### config.mk
export PLATFORM = sky130hd
export DESIGN_NAME = mseq_multi_gen
export DESIGN_NICKNAME = d
export VERILOG_FILES = /design/src/rtl/mseq_multi_gen.sv
export SDC_FILE = /design/constraint.sdc
export NUM_CORES = 1
export LEC_CHECK = 0
export BUFFER_PORTS_ARGS = -buffer_cell sky130_fd_sc_hd__buf_2
export CORE_UTILIZATION = 62
export DETAILED_ROUTE_END_ITERATION = 12
export PLACE_DENSITY = 0.82
export SLEW_MARGIN = 20
export SYNTH_ARGS = -nofsm -noshare
export SYNTH_HDL_FRONTEND = slang
export SYNTH_SLANG_ARGS = --single-unit
### constraint.sdc
create_clock -name MSEQ_clk -period 2 [get_ports MSEQ_clk]
set_input_delay 0.2 -clock MSEQ_clk [delete_from_list [all_inputs] [get_ports MSEQ_clk]]
set_output_delay 0.2 -clock MSEQ_clk [all_outputs]
set_load 0.01 [all_outputs]
### src/rtl/mseq_multi_gen.sv
// Bank of independent Fibonacci LFSR (M-sequence) generators sharing one
// configuration port. Each channel holds its own tap mask, seed and state;
// a channel steps when configured and enabled, and reports period wrap and
// zero-state lockup recovery.
module mseq_multi_gen #(
  parameter int unsigned MSEQ_DATA_WIDTH = 16,
  parameter int unsigned MSEQ_NUM        = 8,
  localparam int unsigned CW = (MSEQ_NUM > 1) ? $clog2(MSEQ_NUM) : 1
) (
  input  logic                       MSEQ_clk,
  input  logic                       MSEQ_rst,
  input  logic                       MSEQ_cfg_valid,
  output logic                       MSEQ_cfg_ready,
  input  logic [CW-1:0]              MSEQ_cfg_chan,
  input  logic [MSEQ_DATA_WIDTH-1:0] MSEQ_cfg_poly,
  input  logic [MSEQ_DATA_WIDTH-1:0] MSEQ_cfg_seed,
  input  logic [MSEQ_NUM-1:0]        MSEQ_en,
  output logic [MSEQ_NUM-1:0]        MSEQ_output,
  output logic [MSEQ_NUM-1:0]        MSEQ_valid,
  output logic [MSEQ_NUM-1:0]        MSEQ_wrap,
  output logic [MSEQ_NUM-1:0]        MSEQ_lockup
);

  localparam int unsigned W = MSEQ_DATA_WIDTH;
  localparam int unsigned N = MSEQ_NUM;

  localparam logic [W-1:0] StateOne = W'(1);
  localparam logic [W-1:0] TopBit   = {1'b1, {(W-1){1'b0}}};
  // One wider than the index so that N itself is representable.
  localparam logic [CW:0]  NumLimit = (CW+1)'(N);

  // Per-channel storage.
  logic [W-1:0] state_q [N];
  logic [W-1:0] state_d [N];
  logic [W-1:0] poly_q  [N];
  logic [W-1:0] poly_d  [N];
  logic [W-1:0] seed_q  [N];
  logic [W-1:0] seed_d  [N];
  logic [N-1:0] cfg_q,  cfg_d;
  logic [N-1:0] lock_q, lock_d;
  logic [N-1:0] wrap_q, wrap_d;
  logic         ready_q, ready_d;

  // Configuration decode shared by all channels.
  logic         accept;
  logic         chan_ok;
  logic         seed_zero;
  logic [W-1:0] load_seed;
  logic [W-1:0] load_poly;

  assign accept    = MSEQ_cfg_valid & ready_q;
  assign chan_ok   = ({1'b0, MSEQ_cfg_chan} < NumLimit);
  assign seed_zero = (MSEQ_cfg_seed == '0);
  // An all-zero seed would lock the LFSR, so it is replaced by 1.
  assign load_seed = seed_zero ? StateOne : MSEQ_cfg_seed;
  // The top tap is always present so a non-zero state can never shift to zero.
  assign load_poly = MSEQ_cfg_poly | TopBit;

  // Ready drops for exactly the cycle following an accept.
  assign ready_d = ~accept;

  // Per-channel next state: a load wins over a step on the same channel.
  always_comb begin
    for (int unsigned i = 0; i < N; i++) begin
      state_d[i] = state_q[i];
      poly_d[i]  = poly_q[i];
      seed_d[i]  = seed_q[i];
      cfg_d[i]   = cfg_q[i];
      lock_d[i]  = lock_q[i];
      wrap_d[i]  = 1'b0;

      if (accept && chan_ok && (MSEQ_cfg_chan == CW'(i))) begin
        poly_d[i]  = load_poly;
        seed_d[i]  = load_seed;
        state_d[i] = load_seed;
        cfg_d[i]   = 1'b1;
        lock_d[i]  = seed_zero;
      end else if (cfg_q[i] && MSEQ_en[i]) begin
        if (state_q[i] == '0) begin
          // Recover from a dead state rather than stepping it.
          state_d[i] = StateOne;
          lock_d[i]  = 1'b1;
        end else begin
          state_d[i] = {state_q[i][W-2:0], ^(state_q[i] & poly_q[i])};
        end
        wrap_d[i] = (state_d[i] == seed_q[i]);
      end
    end
  end

  // State registers with synchronous reset overriding loads and steps.
  always_ff @(posedge MSEQ_clk) begin
    if (MSEQ_rst) begin
      for (int unsigned i = 0; i < N; i++) begin
        state_q[i] <= '0;
        poly_q[i]  <= '0;
        seed_q[i]  <= '0;
      end
      cfg_q   <= '0;
      lock_q  <= '0;
      wrap_q  <= '0;
      ready_q <= 1'b0;
    end else begin
      for (int unsigned i = 0; i < N; i++) begin
        state_q[i] <= state_d[i];
        poly_q[i]  <= poly_d[i];
        seed_q[i]  <= seed_d[i];
      end
      cfg_q   <= cfg_d;
      lock_q  <= lock_d;
      wrap_q  <= wrap_d;
      ready_q <= ready_d;
    end
  end

  // Sequence bit is the MSB of the registered state.
  always_comb begin
    MSEQ_output = '0;
    for (int unsigned i = 0; i < N; i++) begin
      MSEQ_output[i] = state_q[i][W-1];
    end
  end

  assign MSEQ_cfg_ready = ready_q;
  assign MSEQ_valid     = cfg_q;
  assign MSEQ_wrap      = wrap_q;
  assign MSEQ_lockup    = lock_q;

endmodule
* Word level (Yosys, flattened, before mapping) *
Memories as Yosys holds them, arrays and structs flattened.
Cells that the tools add are included.

cells by class
  equality and inequality tests = 15
  reductions and logical operators = 66
  bitwise operators = 42
  muxes and demuxes = 108

operators with widths
  operator                                                               number
  16-bit 2-to-1 mux                                                      81
  16-bit zero test                                                       9
  16-bit bitwise AND                                                     8
  16-bit equality test                                                   8
  16-bit parity                                                          8
  2-bit nonzero test                                                     16
  1-bit 2-to-1 mux                                                       27
  1-bit OR                                                               24
  3-bit OR reduction                                                     8
  1-bit logical AND                                                      16
  2-bit AND reduction                                                    8
  3-bit equality test, second input constant                             4
  1-bit NOT                                                              9
  3-bit by 2-bit equality test with 1-bit output, second input constant  2
  3-bit by 1-bit equality test with 1-bit output, second input constant  1
  3-bit zero test                                                        1
  1-bit bitwise AND                                                      1

storage, ports and cells
  input bits = 46
  memories = 3
  memory bits (writable) = 384
  flip-flop bits (word level) = 25

memory list
  memory   words  width  rd ports  clocked after memory_dff  write ports  RTL line  RTL
  poly_q   8      16     8         0                         8            35        logic [W-1:0] poly_q [N];
  seed_q   8      16     8         0                         8            37        logic [W-1:0] seed_q [N];
  state_q  8      16     8         0                         8            33        logic [W-1:0] state_q [N];

* Longest topological paths before layout *
An unclocked memory read counts as a cell.

  depth in word-level cells = 9
  mapped depth = 8
  depth with buffers taken out = 8

* Least setup slack after synthesis *
Ideal clock, no wire load.

  kind = reg-to-reg
  start point = reg ready_q (netlist: MSEQ_cfg_ready)
  end point = mem state_q[0][12] (netlist bit)
  setup slack = 523 ps
  period minus slack after synthesis = 1477 ps
  buffers on the path = 2
  cell stages (with the launch flop) = 8
  data arrival time = 1407 ps
  required time = 1930 ps
  cells stage by stage = dfxtp_1 nand2_1 or2_1 buf_2 nor3_4 buf_2 nand2_1 a21oi_1

RTL lines
  item                    RTL line  RTL
  from (decl)             42        logic ready_q, ready_d;
  from (signal assigned)  112       ready_q <= ready_d;
  to (decl)               33

==> reports/metrics.cfg <==
[clock_network]
clockBufferDepth=3
htree_num_levels=2
tritoncts=built
hold_buffers=1
cts_resized=0
clock_latency_ps=540
numCtsBuffers=42
clk_pin_slew_ps=60
clock-root-buffer=clkbuf_16
clkSinkCount=401
cts_setup_buffers=0

[setup_path]
cpPeakStageDelay_ps=430
rrSetupSlack_ps=180
cp_top_family=XOR/XNOR gates
end_kind=register
path_max_fanout=5
cp-start-kind=register
worstSetupPathType=reg -> reg
cp_data_arrival_time_ps=2280
cp.required_ps=2460
critPathBufInv=0
cp_slowest_cell=dfxtp_1
path_cells=nand2_1 > xor2_1 > xnor2_1 > xnor2_1 > xnor2_1 > nand2_1 > xor2_1 > nor3_2
cpMostUsedCell=xnor2_1

[global_route]
grt_pass1_wl_um=79830
grt_pass1_vias=15100
overflow=0
grt_usage_pct=33.48
antenna_found_initial=1
grt_max_degree=79

[yosys]
postSynthAreaPerCell_sq_um=8.002
synth_cell_types=28
yosysTopAreaCellShare_pct=44.10
yosys_warnings=0
ys_ff_latch=401
synth_cells=2275
syn-num-nets=2321
synth.area.top_cells=dfxtp_1 (44%), nand2_1 (16%), a21oi_1 (11%)
synth_top_area_cell=dfxtp_1
syn_area_sq_um=18200
ys_seq_area_share_pct=44.10

[sta]
rsz0062_at_grt=false
setup_viol=0
tightestPinTransition_ps=601.2
post-route-period-util_pct=90.99
final.min_clock_period_ps=1820
drv_slew=0
max_slew_margin_pct=59.92
hold_viol=0
fmax_mhz=549.5
setup_tns_ps=0
finalClockSkew_ps=13.31

[route]
routed_wl_um=51440
routedWlPerCell_um=19.02
viasPerCell=5.937
first_pass_iters=5
antenna_left=0
routed-via-count=16050
drc_errors=0
drt_first_iter_violations=1955

[power]
clockPowerShare_pct=46.2
total_power_mw=16.99
p_leak_nw=7.784
netSwitchingPower_mw=3.887
peakVddDrop_mv=0.8059
comb_power_share_pct=5.7
powerDensity_nw_per_um2=836.1
internal_power_mw=13.10
switching_share_pct=22.88
share_seq_of_total_power_pct=48.1

[layout]
final_cells=2704
multiInputGateArea_sq_um=9402
n_fill_cell=2120
drive_gt1_share_pct=14.75
nets=2338
syn2layout_area_growth_pct=11.62
final_util_pct=70.60
ff_latch_area_sq_um=8028

[placed_design]
dpl.cell_count=2631
place.detailed.hpwl_um=32300
place_congestion=0.9164
io_buffers=77

[floorplanning]
die_w_um=173.4
rows=62
die_h_um=173.4
start_util_pct=63.26
dieArea_sq_um=30050
core_sq_um=28780
io_pins=79

[run]
drv_cap=0

[worst_hold_path]
min_path_type=in -> reg

[outcome]
status=finished, final reports clean

-- metal layers --
layer	wire length, um	GRT usage (%)
met1	19970	42.36
met2	23460	53.73
met3	4437	5.110
met4	3569	20.91
met5	0	0
-- worst paths after layout --
kind,from,endpoint,depth (start not counted)
worst max-delay path,state_q[0][33],MSEQ_wrap[2],8
worst min-delay path,MSEQ_cfg_poly[2],poly_q[0][2],3
worst max register to register,state_q[0][33],MSEQ_wrap[2],8
worst min register to register,poly_q[0][4],poly_q[0][4],2
-- layout by cell type, fill, tap and decap left out, types with 5 or more instances in the layout --
cell type	n
nand4_1	16
nor2_2	6
buf_4	51
buf_12	12
dfxtp_1	401
buf_2	76
clkinv_2	5
nor4_1	60
nor3_2	8
xnor2_1	103
xor2_1	144
nor3_1	24
nand2_1	764
clkbuf_16	45
nand3_1	11
a21oi_1	385
clkbuf_1	11
mux2_2	120
clkbuf_8	7
nor2_1	42
-- worst min-delay path: cells and delay by family --
kind	cells	cell delay, ps
and+or+nand+nor	1	100
AOI/OAI and AO/OA	1	50
buffers and inverters	1	210
-- through the flow --
step           hold slack [ps]  setup slack [ps]  instance area (sq um)
2_1_floorplan            295.9             523.1                  18210
3_3_place_gp             440.8             334.1                  18930
3_5_place_dp             447.1             281.0                  18930
4_1_cts                  60.04             222.1                  20320
5_1_grt                  57.20             83.04                  20320
6_report                 66.38             180.2                  20320
-- state kept, by name (all words and copies together) (netlist names) --
name / count
state_q: 128
MSEQ_cfg_ready: 1
MSEQ_valid: 8
poly_q: 120
seed_q: 128
MSEQ_lockup: 8
MSEQ_wrap: 8
-- synth_stat cells (all sizes together) --
| cell | number |
|---|---|
| a21oi | 385 |
| nor4 | 60 |
| dfxtp | 401 |
| nor2 | 48 |
| clkbuf | 70 |
| nand2 | 768 |
| nand4 | 16 |
| nor3 | 34 |
| and4 | 1 |
| nand3 | 11 |
| xnor2 | 104 |
| mux2 | 120 |
| nor2b | 2 |
| and3 | 1 |
| xor2 | 144 |
| nand2b | 2 |
| buf | 98 |
| o21ai | 8 |
| or2 | 2 |
-- cells by family after synthesis --
kind of cell | count (synthesis) | synth area share, %
AO/OA/AOI/OAI | 393 | 10.80
XOR/XNOR | 248 | 11.97
buffers and inverters | 168 | 4.337
flip-flops | 401 | 44.10
multiplexers | 120 | 7.423
AND/OR/NAND/NOR | 945 | 21.37
-- power groups by stage --
stage               logic, mW  clock network, mW  registers, mW
floorplan               0.570                  0           8.33
global placement        0.905                  0           8.35
detailed placement      0.926                  0           8.35
CTS                     0.936               7.86           8.18
global route             1.01               8.21           8.18
finish                  0.961               7.85           8.18
-- final cells by class --
type	count	area share, %
antenna	1	0.01232
clock buffer	63	6.219
clock inverter	8	0.5665
multi-input combinational	1706	46.27
sequential	401	39.51
tap	384	2.365
timing repair buffer	141	5.062
No activity file was read; power rests on OpenSTA's default activity.
